==> src/rtl/fetch.sv <==
// fetch: instruction-fetch stage; owns the fetch PC, drives the 1-cycle instruction memory and
// presents {pc, inst} to decode, inserting NOP bubbles for waits, hazard replays and redirects.
// Optional FETCH_PERF_CNT_EN adds perf_fetch / perf_bubble event counters.
module fetch #(
   parameter logic [31:0] RESET_PC = 32'h0,
   parameter logic [31:0] NOP      = 32'h0000_0001
) (
   input  logic        clk,
   input  logic        rst,
   output logic [31:0] inst_addr,
   input  logic [31:0] inst_data,
   output logic [31:0] pc,
   output logic [31:0] inst,
   output logic        valid,
   input  logic        dec_hazard,
   input  logic        dec_jump,
   input  logic [31:0] dec_npc,
   input  logic [4:0]  dec_wait_time,
   input  logic        dec_stop,
   input  logic        br_taken,
   input  logic [31:0] br_target
`ifdef FETCH_PERF_CNT_EN
   ,
   output logic [31:0] perf_fetch,
   output logic [31:0] perf_bubble
`endif
);
   typedef enum logic [1:0] {RUN, WAIT, REPLAY, HALT} state_t;
   state_t      state_q;
   logic [31:0] f_pc_q, pc_q;
   logic        bub_q;
   logic [4:0]  cnt_q;
   // replay re-reads the held instruction; everywhere else the fetch PC is read
   always_comb begin
      inst_addr = (state_q == REPLAY) ? pc_q : f_pc_q;
      pc        = pc_q;
      valid     = ~bub_q;
      inst      = bub_q ? NOP : inst_data;
   end
   // fetch sequencer: execute redirect beats everything, then decode events in priority order
   always_ff @(posedge clk) begin
      if (rst) begin
         f_pc_q  <= RESET_PC;
         pc_q    <= RESET_PC;
         bub_q   <= 1'b1;
         cnt_q   <= 5'd0;
         state_q <= RUN;
      end else if (state_q != HALT && br_taken) begin
         f_pc_q  <= br_target;
         cnt_q   <= 5'd1;
         bub_q   <= 1'b1;
         state_q <= WAIT;
      end else begin
         case (state_q)
            RUN:
               if (valid && dec_stop) begin
                  bub_q   <= 1'b1;
                  state_q <= HALT;
               end else if (valid && dec_hazard) begin
                  bub_q   <= 1'b1;
                  state_q <= REPLAY;
               end else if (valid && dec_jump) begin
                  f_pc_q  <= dec_npc;
                  cnt_q   <= 5'd1;
                  bub_q   <= 1'b1;
                  state_q <= WAIT;
               end else if (valid && dec_wait_time != 5'd0) begin
                  cnt_q   <= dec_wait_time;
                  bub_q   <= 1'b1;
                  state_q <= WAIT;
               end else begin
                  pc_q   <= f_pc_q;
                  f_pc_q <= f_pc_q + 32'd4;
                  bub_q  <= 1'b0;
               end
            WAIT: begin
               cnt_q <= cnt_q - 5'd1;
               if (cnt_q == 5'd1) begin
                  pc_q    <= f_pc_q;
                  f_pc_q  <= f_pc_q + 32'd4;
                  bub_q   <= 1'b0;
                  state_q <= RUN;
               end
            end
            REPLAY: begin
               bub_q   <= 1'b0;
               state_q <= RUN;
            end
            default: ;
         endcase
      end
   end
`ifdef FETCH_PERF_CNT_EN
   logic [31:0] perf_fetch_q, perf_bubble_q;
   // count presented instructions and bubbles, halted cycles excluded
   always_ff @(posedge clk) begin
      if (rst) begin
         perf_fetch_q  <= 32'd0;
         perf_bubble_q <= 32'd0;
      end else begin
         perf_fetch_q  <= perf_fetch_q + {31'd0, valid};
         perf_bubble_q <= perf_bubble_q + {31'd0, ~valid && state_q != HALT};
      end
   end
   assign perf_fetch  = perf_fetch_q;
   assign perf_bubble = perf_bubble_q;
`endif
endmodule
==> config.mk <==
export PLATFORM = sky130hd
export DESIGN_NAME = fetch
export DESIGN_NICKNAME = d
export VERILOG_FILES = /design/src/rtl/fetch.sv
export SDC_FILE = /design/constraint.sdc
export NUM_CORES = 1
export LEC_CHECK = 0
export BUFFER_PORTS_ARGS = -buffer_cell sky130_fd_sc_hd__buf_2
export CELL_PAD_IN_SITES_DETAIL_PLACEMENT = 2
export CELL_PAD_IN_SITES_GLOBAL_PLACEMENT = 2
export CORE_ASPECT_RATIO = 1.4
export CORE_MARGIN = 5
export CORE_UTILIZATION = 28
export CTS_CLUSTER_DIAMETER = 150
export DETAILED_ROUTE_END_ITERATION = 16
export GPL_ROUTABILITY_DRIVEN = 1
export PLACE_DENSITY = 0.87
export SLEW_MARGIN = 10
export SYNTH_ARGS = -nofsm -noshare
export SYNTH_HDL_FRONTEND = slang
export SYNTH_SLANG_ARGS = --single-unit
==> constraint.sdc <==
create_clock -name clk -period 4.8 [get_ports clk]
set_clock_uncertainty 0.2 [all_clocks]
set_input_delay 0.96 -clock clk [delete_from_list [all_inputs] [get_ports clk]]
set_output_delay 0.96 -clock clk [all_outputs]
set_load 0.05 [all_outputs]
==> results.txt, run 1 <==
----------------------------------------------------
[STA]
  Crit path time final ... 3400 ps
  Worst-margin pin slew ... around 970 ps
  Post-route clock period utilization ... a little over two thirds
  Hold_ws ... ~320 ps
  RSZ-0062 raised after global routing ... false
  Setup Total Neg Slack ... 0 ps
  Final Hold Violating Endpoints ... 0
  Number of failing setup endpoints in the final timing report ... 0
  Count of pins over their slew limit ... 0
  Maximum clock frequency ... 294 MHz
  Relative max-transition margin ... 35.4%

[Yosys]
  Largest family of logic cells by synthesized area ... simple AND/OR/NAND/NOR gates
  Yosys warnings ... 0
  Synth Area in XOR/XNOR ... ~1.9%
  Count of cell types in the netlist ... 60
  Synth top area cells ... dfxtp_1 32%, mux2i_1 7.5%, mux2_2 7.2%, nor2_1 6.3%, nor2b_1 4.5%
  Dominant synthesized flop cell ... dfxtp_1
  Proportion of synthesized flip-flops having asynchronous set or reset ... 0%
  Simple-gate portion of the synthesized area ... between 20% and 30%
  Multiplexer fraction of the synthesized cell area ... between 10% and 20%
  Flip-flop and latch count after synthesis ... slightly above 70
  Sequential area share after synthesis ... between 30% and 40%
  Fraction of the mapped netlist area in compound gates ... between 20% and 30%
  Average footprint of a synthesized cell ... about 8 um2
  Cells after Synth ... 583
  EDFF count, synth ... 0
  Cell area after synthesis ... around 4600 um2
  Share of synthesized cell area in full adder, half adder and majority cells ... under 10%
  Post-Synthesis Net Count ... around 700
  Share of Yosys cell area claimed by the top area cell type ... 31.6%
  Post-synthesis cell type with the largest combined area ... dfxtp_1

[Floorplan]
  Placeable core area ... 16100 um2
  Number of ports placed on the die boundary ... ~200
  Number of rows in the core area ... 55
  Initial core utilization ... 28.3%
  Total Die Area ... around 19000 um2
  Die boundary height ... approximately 160 um
  Width of the chip ... 118 um

[Pwr]
  Worst voltage drop across the vdd grid ... ~0.00015 V
  Switching power as a share of total power ... between 30% and 40%
  Total power after layout ... between 0.002 and 0.0025 W
  Comb power frac ... between 30 and 40%
  Part of the power in the clock network ... around a third
  Internal power summed over all cells ... approximately 0.0013 W
  Sw Pwr ... between 0.0007 and 0.0008 W
  Reported leakage power ... between 2 and 3 nW
  Pwr/cell area ... about 350 nW/um2
  Part of the total power dissipated in sequential elements ... 33.5%

[Critical path]
  Startpoint-to-endpoint class of the critical path ... reg -> out
  Longest individual stage delay on the worst path ... a little over 800 ps
  Data required time at the worst endpoint ... roughly 3600 ps
  Top fanout value on the critical path ... 35
  Arrival time of the worst setup path ... 2240 ps
  Cell family with the largest share of critical-path delay ... adder cells
  Worst-path cell with the longest stage delay ... ha_2
  Ordered cell list for the critical path ... inv_1, ha_2, mux2_2, buf_2
  Kind of launch point of the worst setup path ... flip-flop
  Endpoint class of the critical path ... output pin
  WP buf/inv ... 2

[CTS]
  Total of cells resized after clock tree synthesis ... 0
  Clock-pin slew on the worst setup and hold paths ... roughly 60 ps
  Maximum level of the CTS H-tree ... 3
  CTS tree ... done
  Insertion delay of the later-clocked pin in the worst-skew pair ... approximately 340 ps
  Total clock buffers created by CTS ... 9
  Clock Tree Buf Depth ... 2
  Clock tree sinks ... 72
  Cts hold-fix bufs ... 0
  Count of buffers added by post-CTS timing repair for setup ... 0
  CTS root buffer ... clkbuf_16

[Final layout]
  Total inserted antenna cells ... 0
  Layout Nets ... around 870
  Finished layout cell area ... between 6000 and 7000 um2
  Number of non-filler instances in the completed layout ... a little under 1000
  Fill cell total of the finished layout ... approximately 1900
  Share of layout cells above drive strength 1 ... 35.3%
  Layout Area Growth over Synthesis ... 32.1%

[Global routing]
  Via count of the first global-routing pass ... ~5900
  Global-route wire length before repair ... roughly 32000 um
  Largest net degree at the start of global routing ... between 40 and 50
  Number of antenna violations at the first check in global routing ... 1
  Total GRT Usage ... 20.7%
  Total grt overflow ... 0

[Place]
  Total placed cells including tap cells ... approximately 950
  DP Wirelength ... 15200 um
  Number of buffers inserted by port buffering ... 203
  GP Congestion ... between 0.8 and 0.9
  Instance area at placement ... roughly 5700 um2

[Min path]
  Class of the tightest hold or removal check ... reg -> reg

[Run status]
  Outcome ... finished, final reports clean

[Routing]
  Final WL ... just over 20000 um
  DRC violation count after routing ... 0
  Number of vias per cell after detailed routing ... between 5 and 6
  Detail Route Antenna Nets ... 0
  First-pass detailed-route iteration total ... 5
  Iteration-0 DRC count of the detailed router ... 190
  Via total after detailed routing ... about 5200
  Average routed wire per standard cell ... around 21 um

[Flow run]
  Number of maximum-capacitance constraint violations ... 0

----------------------------------------------------
==> layout by cell type, fill, tap and decap left out, types with 2 or more instances in the layout <==
master       n
a31oi_1      6
or2_2        3
mux2_2      29
or3_1        3
o211ai_1     5
xor2_1       6
and2_1       5
and4_1       4
ha_1         6
nor2_1      76
a41oi_1      3
a311oi_1     2
and3_1       5
nand4_1     10
inv_1       13
nor3_1      14
o22ai_1      6
clkbuf_16    9
dfxtp_1     72
a21oi_1     41
a22oi_1      7
or4_1        2
bufinv_16    2
o21ai_0     38
nand2_1     46
a21o_1       2
o31ai_1      3
nor2b_1     32
o221ai_1     4
nand3_1     15
buf_2      203
clkinv_2     3
a211oi_1    10
o2111ai_1    2
buf_4        7
xnor2_1      4
mux2i_1     34
==> flip-flops by register name, indices dropped and copies added (netlist names) <==
name / count
bub_q: 1
cnt_q: 5
f_pc_q: 32
pc: 32
state_q: 2
==> metrics by stage <==
| step | util (%) | setup WS, ps |
|---|---|---|
| finish | 37.4 | 1400 |
| floorplan | - | 1530 |
| global route | 37.4 | 1270 |
| detailed placement | 35.4 | 1180 |
| global placement | 35.4 | 1290 |
| CTS | 37.4 | 1330 |
==> worst paths after layout <==
| kind | cells after the start | start | end | slack, ps |
|---|---|---|---|---|
| max | 4 | state_q[0] | inst_addr[2] | 1400 |
| min | 2 | pc[13] | pc[13] | 320 |
| max reg2reg | 7 | cnt_q[0] | f_pc_q[24] | 1670 |
| min reg2reg | 2 | pc[13] | pc[13] | 320 |
==> final cells by class <==
class	instances	area (um2)	share of cell area, %
inverters	13	48.8	0.810
well taps	199	249	4.13
clock buffers	10	239	3.97
flip-flops and latches	72	1440	23.9
repair buffers	210	1070	17.7
multi-input cells	451	2900	48.1
clock inverters	6	82.6	1.37
==> tightest hold or removal path, delay by kind of cell (launching register included) <==
kind / cells / cell delay (ps)
flops: 1 / 340
mux: 1 / 80
simple gates: 1 / 70
==> power groups by stage <==
stage | Sequential, W | Combinational [W] | Clock (W)
3_3_place_gp | 0.000709 | 0.000633 | 0
5_1_grt | 0.000709 | 0.000704 | 0.000780
2_1_floorplan | 0.000736 | 0.000437 | 0
4_1_cts | 0.000703 | 0.000664 | 0.000755
3_5_place_dp | 0.000715 | 0.000658 | 0
6_report | 0.000703 | 0.000658 | 0.000739
==> Yosys cell counts (2+ instances only) <==
cell	instances
xor2_1	6
a22oi_1	7
o2111ai_1	2
nor2_1	76
inv_1	13
a311oi_1	2
o211ai_1	5
o21ai_0	38
o31ai_1	3
buf_1	4
nand4_1	10
ha_1	7
a21oi_1	41
buf_2	5
mux2_2	29
or4_1	2
or2_2	3
and4_1	4
nand3_1	16
or3_1	3
nand2b_1	2
nor3_1	14
a31oi_1	6
nand2_1	46
and3_1	5
dfxtp_1	72
nor2b_1	33
o221ai_1	4
nor3b_1	2
a21o_1	2
clkbuf_1	36
xnor2_1	4
mux2i_1	34
a211oi_1	10
o22ai_1	6
and2_1	5
a41oi_1	3
==> metal layers <==
layer  GRT usage, %  share of wire, %  routed length [um]
met4           5.74               1.8                 362
met2           40.9                55               11200
met5              0             0.064                  13
met1           21.2                37                7530
met3           5.39               6.0                1230
==> logic make-up (layout without fill, tap and decap cells) <==
kind of cell / after synthesis / count (layout)
mux: 63 / 63
simple gates: 226 / 226
flops: 72 / 72
fa+ha+maj: 7 / 7
xor+xnor: 10 / 10
buf+inv: 60 / 239
compound gates: 145 / 145
Note: power is estimated with default switching activity, not from simulation.
==> run 2: changes to the inputs <==
CORE_UTILIZATION = 23   (was 28)
PLACE_DENSITY = 0.77   (was 0.87)
clock period = 2.9 ns   (was 4.8 ns; I/O delays follow)
==> run 2 against run 1 <==
- non-clock buffer count increased by 27
- sequential share of layout area decreased by 1.2 points
- largest power group unchanged
- register-to-register slack got worse by 1400 ps
- highest routed layer unchanged
- sequential cell count unchanged
- core utilization decreased by 5.1 points
==> results.txt, run 2 (synthesized netlist as in run 1, its figures left out) <==
----------------------------------------------------
[Floorplan]
  Number of ports placed on the die boundary ... approximately 200
  Total Die Area ... between 20000 and 25000 um2
  Number of rows in the core area ... between 60 and 70
  Die boundary height ... approximately 180 um
  Initial core utilization ... 23.2%
  Placeable core area ... between 15000 and 20000 um2
  Width of the chip ... roughly 130 um

[Final layout]
  Share of layout cells above drive strength 1 ... between 30% and 40%
  Leading cell type in the layout, fill and taps excluded ... buf_2
  Final cell utilization of the core ... between 30 and 40%
  Layout Nets ... between 800 and 900
  Layout Area Growth over Synthesis ... 39.3%
  Top library cells by usage in the layout, fill and taps aside ... 203 x buf_2, 76 x nor2_1, 72 x dfxtp_1, 46 x nand2_1, 41 x a21oi_1
  Fill cell total of the finished layout ... ~2400

[CTS]
  Maximum level of the CTS H-tree ... 3
  Total of cells resized after clock tree synthesis ... 0
  Cts hold-fix bufs ... 0
  Total clock buffers created by CTS ... 9
  Clock-pin slew on the worst setup and hold paths ... 60 ps
  CTS tree ... done
  Insertion delay of the later-clocked pin in the worst-skew pair ... 340 ps
  CTS root buffer ... clkbuf_16
  Count of buffers added by post-CTS timing repair for setup ... 0
  Clock Tree Buf Depth ... 2
  Clock tree sinks ... about 70

[Global routing]
  Number of antenna violations at the first check in global routing ... 4
  Via count of the first global-routing pass ... just under 6000
  Largest net degree at the start of global routing ... 53
  Total grt overflow ... 0
  Total GRT Usage ... 18.1%
  Global-route wire length before repair ... 32000 um

[Flow run]
  Number of maximum-capacitance constraint violations ... 0

[Critical path]
  Data required time at the worst endpoint ... 2980 ps
  Endpoint class of the critical path ... flip-flop
  Kind of launch point of the worst setup path ... flip-flop
  Startpoint-to-endpoint class of the critical path ... reg -> reg
  Top fanout value on the critical path ... 6
  Arrival time of the worst setup path ... between 2000 and 3000 ps

[Pwr]
  Worst voltage drop across the vdd grid ... about 0.00026 V
  Pwr/cell area ... 564 nW/um2
  Part of the power in the clock network ... between 30% and 40%
  Comb power frac ... 32.3%
  Part of the total power dissipated in sequential elements ... between 30% and 40%
  Switching power as a share of total power ... a little over a third
  Internal power summed over all cells ... roughly 0.0023 W
  Reported leakage power ... about 3 nW
  Sw Pwr ... around 0.0013 W

[STA]
  Setup Total Neg Slack ... 0 ps
  Post-route clock period utilization ... 91.5%
  Count of pins over their slew limit ... 0
  Maximum clock frequency ... around 380 MHz
  Number of failing setup endpoints in the final timing report ... 0
  Worst-margin pin slew ... 682 ps
  Relative max-transition margin ... between 50% and 60%
  Crit path time final ... approximately 2700 ps
  Final Hold Violating Endpoints ... 0
  RSZ-0062 raised after global routing ... false

[Routing]
  First-pass detailed-route iteration total ... 4
  Via total after detailed routing ... between 5000 and 6000
  Detail Route Antenna Nets ... 0
  Final WL ... just over 20000 um
  Iteration-0 DRC count of the detailed router ... approximately 220
  Average routed wire per standard cell ... around 20 um
  DRC violation count after routing ... 0
  Number of vias per cell after detailed routing ... 5.04

[Min path]
  Class of the tightest hold or removal check ... in -> reg

[Place]
  GP Congestion ... ~0.8
  DP Wirelength ... ~16000 um
  Number of buffers inserted by port buffering ... ~200

[Run status]
  Outcome ... finished, final reports clean

----------------------------------------------------
## run 2: cell types whose count changed in the layout (fill, tap and decap cells not counted)
cell and delta:
diode_2 +1, and2_1 -1, buf_12 +3, buf_4 +24, clkbuf_8 +2, and2_2 +1, clkinvlp_4 +1, clkinv_2 -3
## run 2: layout make-up
class	count	area (um2)	share of cell area [%]
Clock inverter	4	75.1	1.18
Antenna cell	1	2.50	0.0394
Multi-Input combinational cell	451	2900	45.6
Sequential cell	72	1440	22.7
Inverter	13	48.8	0.768
Timing Repair Buffer	237	1310	20.6
Clock buffer	12	267	4.19
Tap cell	252	315	4.96
## run 2: path summary, 6_finish.rpt
path | to | slack, ps | depth (start not counted) | from
worst min-delay path | f_pc_q[7] | 290 | 3 | br_target[7]
worst min register to register | pc[13] | 320 | 2 | pc[13]
worst max register to register | f_pc_q[29] | 250 | 8 | cnt_q[0]
worst max-delay path | f_pc_q[29] | 250 | 8 | cnt_q[0]
## run 2: worst max-delay path: stages, from the launching register on
cell and delay, ps:
dfxtp_1 410, ha_1 160, or4b_4 490, a221oi_4 390, and2_2 290, buf_4 150, nor2_1 50, o31ai_1 260
o311a_1 200
## run 2: stage by stage
step           hold slack [ps]  worst slack, ps  total power [W]  instance area (um2)  std cells
3_5_place_dp               309             49.2          0.00233                 6010       1025
4_1_cts                    271              145          0.00364                 6350       1041
6_report                   289              247          0.00358                 6350       1042
5_1_grt                    283             56.2          0.00376                 6350       1041
2_1_floorplan              272             10.4          0.00194                 4560        583
3_3_place_gp               289              128          0.00230                 6010       1025
## run 2: power groups by stage
stage	sequential, W	combinational [W]	clock [W]
4_1_cts	0.00115	0.00117	0.00132
3_5_place_dp	0.00117	0.00117	0
6_report	0.00114	0.00116	0.00128
2_1_floorplan	0.00122	0.000723	0
3_3_place_gp	0.00116	0.00114	0
5_1_grt	0.00116	0.00125	0.00135
## run 2: metal layers
layer	track usage (%)	part of all wire [%]	up-vias
met3	4.65	6.0	26
met2	34.8	55	163
li1	-	-	2490
met1	19.2	37	2566
met4	4.47	1.7	8
met5	0	0.26	-
